## src/rtl/aes_round_ctrl.sv

```systemverilog
// AES round sequencer: steps the SubBytes/ShiftRows/MixColumns/AddRoundKey enables
// for the round count selected by the key size, with a one-cycle done pulse.
module aes_round_ctrl #(
  parameter int unsigned NR_W = 4
) (
  input  logic            clk,
  input  logic            rst_n,
  input  logic            start_i,
  input  logic [1:0]      key_size_i,
  output logic            busy_o,
  output logic            done_o,
  output logic            init_ark_en_o,
  output logic            sbox_en_o,
  output logic            shiftrows_en_o,
  output logic            mixcolumns_en_o,
  output logic            addrndkey_en_o,
  output logic [NR_W-1:0] round_o,
  output logic            last_round_o
);

  localparam logic [NR_W-1:0] Nr128 = NR_W'(10);
  localparam logic [NR_W-1:0] Nr192 = NR_W'(12);
  localparam logic [NR_W-1:0] Nr256 = NR_W'(14);

  typedef enum logic [2:0] {
    StIdle    = 3'd0,
    StInitArk = 3'd1,
    StSub     = 3'd2,
    StShift   = 3'd3,
    StMix     = 3'd4,
    StArk     = 3'd5,
    StDone    = 3'd6
  } state_e;

  state_e          state_q, state_d;
  logic [NR_W-1:0] round_q, round_d;
  logic [NR_W-1:0] nr_q, nr_d;
  logic            is_last;
  logic [NR_W-1:0] round_inc;

  logic busy_q, done_q, init_ark_q, sbox_q, shift_q, mix_q, ark_q, last_q;
  logic busy_d, done_d, init_ark_d, sbox_d, shift_d, mix_d, ark_d, last_d;

  assign is_last   = (round_q == nr_q);
  // Saturate at Nr so the index can never run past the final round or wrap.
  assign round_inc = (round_q < nr_q) ? round_q + NR_W'(1) : round_q;

  always_comb begin
    state_d = state_q;
    round_d = round_q;
    nr_d    = nr_q;
    case (state_q)
      StIdle: begin
        round_d = '0;
        if (start_i) begin
          state_d = StInitArk;
          case (key_size_i)
            2'b01:   nr_d = Nr192;
            2'b10:   nr_d = Nr256;
            default: nr_d = Nr128;
          endcase
        end
      end
      StInitArk: begin
        state_d = StSub;
        round_d = round_inc;
      end
      StSub: begin
        state_d = StShift;
      end
      StShift: begin
        state_d = is_last ? StArk : StMix;
      end
      StMix: begin
        state_d = StArk;
      end
      StArk: begin
        if (is_last) begin
          state_d = StDone;
        end else begin
          state_d = StSub;
          round_d = round_inc;
        end
      end
      StDone: begin
        state_d = StIdle;
        round_d = '0;
      end
      default: begin
        state_d = StIdle;
        round_d = '0;
      end
    endcase
  end

  // Outputs are decoded from the next state and registered, so they track state_q exactly.
  always_comb begin
    busy_d     = (state_d != StIdle);
    done_d     = (state_d == StDone);
    init_ark_d = (state_d == StInitArk);
    sbox_d     = (state_d == StSub);
    shift_d    = (state_d == StShift);
    mix_d      = (state_d == StMix);
    ark_d      = (state_d == StArk);
    last_d     = (state_d != StIdle) && (round_d == nr_d);
  end

  always_ff @(posedge clk or negedge rst_n) begin
    if (!rst_n) begin
      state_q    <= StIdle;
      round_q    <= '0;
      nr_q       <= Nr128;
      busy_q     <= 1'b0;
      done_q     <= 1'b0;
      init_ark_q <= 1'b0;
      sbox_q     <= 1'b0;
      shift_q    <= 1'b0;
      mix_q      <= 1'b0;
      ark_q      <= 1'b0;
      last_q     <= 1'b0;
    end else begin
      state_q    <= state_d;
      round_q    <= round_d;
      nr_q       <= nr_d;
      busy_q     <= busy_d;
      done_q     <= done_d;
      init_ark_q <= init_ark_d;
      sbox_q     <= sbox_d;
      shift_q    <= shift_d;
      mix_q      <= mix_d;
      ark_q      <= ark_d;
      last_q     <= last_d;
    end
  end

  assign busy_o          = busy_q;
  assign done_o          = done_q;
  assign init_ark_en_o   = init_ark_q;
  assign sbox_en_o       = sbox_q;
  assign shiftrows_en_o  = shift_q;
  assign mixcolumns_en_o = mix_q;
  assign addrndkey_en_o  = ark_q;
  assign round_o         = round_q;
  assign last_round_o    = last_q;

endmodule

```

## config.mk

```make
export PLATFORM = sky130hd
export DESIGN_NAME = aes_round_ctrl
export DESIGN_NICKNAME = d
export VERILOG_FILES = /design/src/rtl/aes_round_ctrl.sv
export SDC_FILE = /design/constraint.sdc
export NUM_CORES = 1
export LEC_CHECK = 0
export CORE_ASPECT_RATIO = 1.1
export CORE_MARGIN = 4
export CORE_UTILIZATION = 45
export DETAILED_ROUTE_END_ITERATION = 12
export PLACE_DENSITY_LB_ADDON = 0.25
export SETUP_SLACK_MARGIN = 0.02
export SLEW_MARGIN = 20
export SYNTH_ARGS = -nofsm -noshare
export SYNTH_HDL_FRONTEND = slang
export SYNTH_SLANG_ARGS = --single-unit
```

## constraint.sdc

```tcl
create_clock -name clk -period 6.2 [get_ports clk]
set_clock_uncertainty 0.1 [all_clocks]
set_input_delay 0.93 -clock clk [delete_from_list [all_inputs] [get_ports clk]]
set_output_delay 0.93 -clock clk [all_outputs]
set_load 0.02 [all_outputs]
```

==> qor.csv <==
stage,metric,value,unit
power_and_ir_drop,Logic pwr share,0.520,
clock_network,Root Buffer,clkbuf_4,
sta,final hold violations,0,
power_and_ir_drop,Power Internal,317,µW
die,core area,0.00250,mm²
die,initial core utilization,0.468,
power_and_ir_drop,switch share,0.447,
yosys,ys flop type,dfrtp_1,
finish,Post-Route Utilization,0.549,
route,WL met1,1060,µm
route,vias,1022,
yosys,"EDFF count, synth",0,
global_routing,first-pass GRT wire length,4310,µm
job,Max-Cap Viols,0,
power_and_ir_drop,Reg power frac,0.367,
clock_network,TritonCTS Buffers,3,
power_and_ir_drop,Pwr Total,574,µW
placed_design,Detailed Place HPWL,1970,µm
finish,filler instances,237,
yosys,synthesized area,0.00117,mm²
route,DR iter-0 viols,43,
clock_network,maximum buffer depth of the clock tree,2,
sta,worst slew pin tran,0.852,ns
route,routed wire length,2580,µm
yosys,Synth Instances,125,
global_routing,gr usage total,0.162,
route,post-route ant nets,0,
clock_network,CTS HTree Levels,1,
clock_network,CTS tree,yes,
yosys,synth warn,0,
yosys,post-synth net total,136,
worst_setup_path,Arrival @ worst endpoint,3.24,ns
clock_network,postcts setup bufs,0,
die,die area,0.00347,mm²
finish,# nets final,153,
power_and_ir_drop,Lkg Pwr,0.610,nW
worst_setup_path,CP Launch Type,input pin,
clock_network,worst skew pair latency,0.30,ns
worst_setup_path,Worst EP required,6.35,ns
route,DR top layer,met4,
finish,share of cells above drive strength 1,0.0780,
yosys,sequential share of the synthesized area,0.409,
yosys,Synth Area per Inst,9.34,µm²
sta,fin crit share,0.498,
route,WL/cell,15.0,µm
route,met2 WL,1280,µm
sta,RSZ-0062 raised after global routing,false,
yosys,Seq cells post-synth,19,
route,DR pass1 iterations,4,
outcome,status,finished clean,
clock_network,post-CTS sizing,0,
global_routing,vias in the first global route,961,
min_path,Hold Crit Class,flop to flop,
power_and_ir_drop,Psw,257,µW
placed_design,post-place setup slack,2.82,ns
finish,synth-to-layout area growth,17.5,%
die,Ports,17,
worst_setup_path,CP endpoint kind,flop,
sta,hold_ws,0.474,ns
clock_network,Clock Sinks,19,
power_and_ir_drop,maximum VDD drop,0.000261,V
clock_network,hold bufs inserted after CTS,0,
power_and_ir_drop,clock share of power,0.113,
yosys,"Async S/R FF share, synth",1.00,
route,WL met3,171,µm
global_routing,initial antenna violation count,0,
placed_design,I/O Buffers,16,
finish,multi-input logic area,638,µm²
global_routing,"Remaining Overflow, GRT",0,
placed_design,Final GP Congestion,0.943,
yosys,count of cell types in the netlist,40,
sta,achievable frequency,0.324,GHz
sta,final setup fails,0,
finish,ant diodes,0,
finish,FF/Latch Area,478,µm²
sta,Max-slew headroom,0.430,
sta,fin worst setup slack,3.12,ns
sta,minimum clock period,3.08,ns
die,die width,56.6,µm
global_routing,largest net degree at the start of global routing,20,
route,DR vias/cell,5.94,
die,row count,19,
power_and_ir_drop,pwr/cell area,418,mW/mm²
worst_setup_path,Worst Setup Path Type,input pin to flop,
worst_setup_path,Worst Path Max Fanout,7,
route,drt drc,0,
sta,Max Slew Vio Count,0,
sta,setup tns final,0,ns
die,Die Y,61.4,µm
clock_network,clock transition at the registers of the reported paths,0.12,ns
layout by cell type (no fill, tap or decap), drive strengths merged, types with 2 or more instances in the layout:
master / netlist / final
a2111oi: 3 / 3
a21oi: 6 / 6
a31oi: 4 / 4
clkbuf: 3 / 3
clkdlybuf4s50: 0 / 16
dfrtp: 17 / 17
dfstp: 2 / 2
ha: 6 / 6
inv: 7 / 7
nand2: 12 / 12
nand2b: 3 / 3
nand3: 7 / 7
nand3b: 3 / 3
nand4: 2 / 2
nor2: 12 / 12
nor2b: 5 / 5
nor3: 4 / 4
o211ai: 3 / 3
o21ai: 7 / 7
o31a: 2 / 2
final cells by class:
type                            count  area share
Clock buffer                        3      0.0164
Clock inverter                      1     0.00365
Inverter                            7      0.0210
Multi-Input combinational cell     95       0.465
Sequential cell                    19       0.349
Tap cell                           31      0.0283
Timing Repair Buffer               16       0.117
through the flow:
stage	instance area (µm²)	instances
after floorplan	1170	125
after global placement	1340	168
after detailed placement	1340	168
after CTS	1370	172
after global routing	1370	172
final	1370	172
layer usage:
metal	vias up	GRT usage
met4	0	0.0814
met3	9	0.0294
li1	494	-
met1	478	0.190
met2	41	0.287
met5	-	0
power groups by stage:
stage | clock, mW | combinational [mW] | sequential, mW
after floorplan | 0 | 0.207 | 0.212
after global placement | 0 | 0.292 | 0.211
after detailed placement | 0 | 0.297 | 0.211
after CTS | 0.0657 | 0.299 | 0.209
after global routing | 0.0722 | 0.328 | 0.217
final | 0.0650 | 0.298 | 0.210
worst max-delay path, stage by stage:
cell and delay [ns]:
clkdlybuf4s50_1 0.54, nand2_4 0.09, inv_4 0.10, mux2_4 0.33, a2111oi_4 0.38, nand4_1 0.13
o211a_1 0.16, a2111oi_0 0.34, and4bb_1 0.23
synthesized netlist by cell type (all sizes together) (2+ instances only):
cell     instances  area, µm²
dfrtp           17        425
nand2           12       52.6
nor2            12       45.0
inv              7       28.8
nand3            7       35.0
o21ai            7       35.0
a21oi            6       30.0
ha               6       75.1
nor2b            5       31.3
a31oi            4       25.0
nor3             4       25.0
a2111oi          3       45.1
clkbuf           3       11.3
nand2b           3       18.8
nand3b           3       22.5
o211ai           3       22.5
dfstp            2       52.6
nand4            2       12.5
o31a             2       17.5
cells by family (layout without fill, tap and decap cells):
family | Yosys count | after routing | share of synthesized area
fa+ha+maj | 6 | 6 | 0.0643
buf+inv | 11 | 27 | 0.0439
compound gates | 31 | 31 | 0.194
simple gates | 55 | 55 | 0.259
xor+xnor | 1 | 1 | 0.00750
flops | 19 | 19 | 0.409
mux | 2 | 2 | 0.0214
worst paths after layout:
| path | start | end | slack [ns] | cells after the start |
|---|---|---|---|---|
| max in group asynchronous | rst_n | init_ark_en_o | 4.47 | 1 |
| worst max-delay path | start_i | last_round_o | 3.12 | 9 |
| min in group asynchronous | rst_n | state_q[0] | 1.00 | 1 |
| worst max register to register | state_q[2] | last_round_o | 3.23 | 9 |
| worst min-delay path | nr_q[3] | nr_q[3] | 0.47 | 2 |
| worst min register to register | nr_q[3] | nr_q[3] | 0.47 | 2 |
Power figures use the tool's default switching activity.
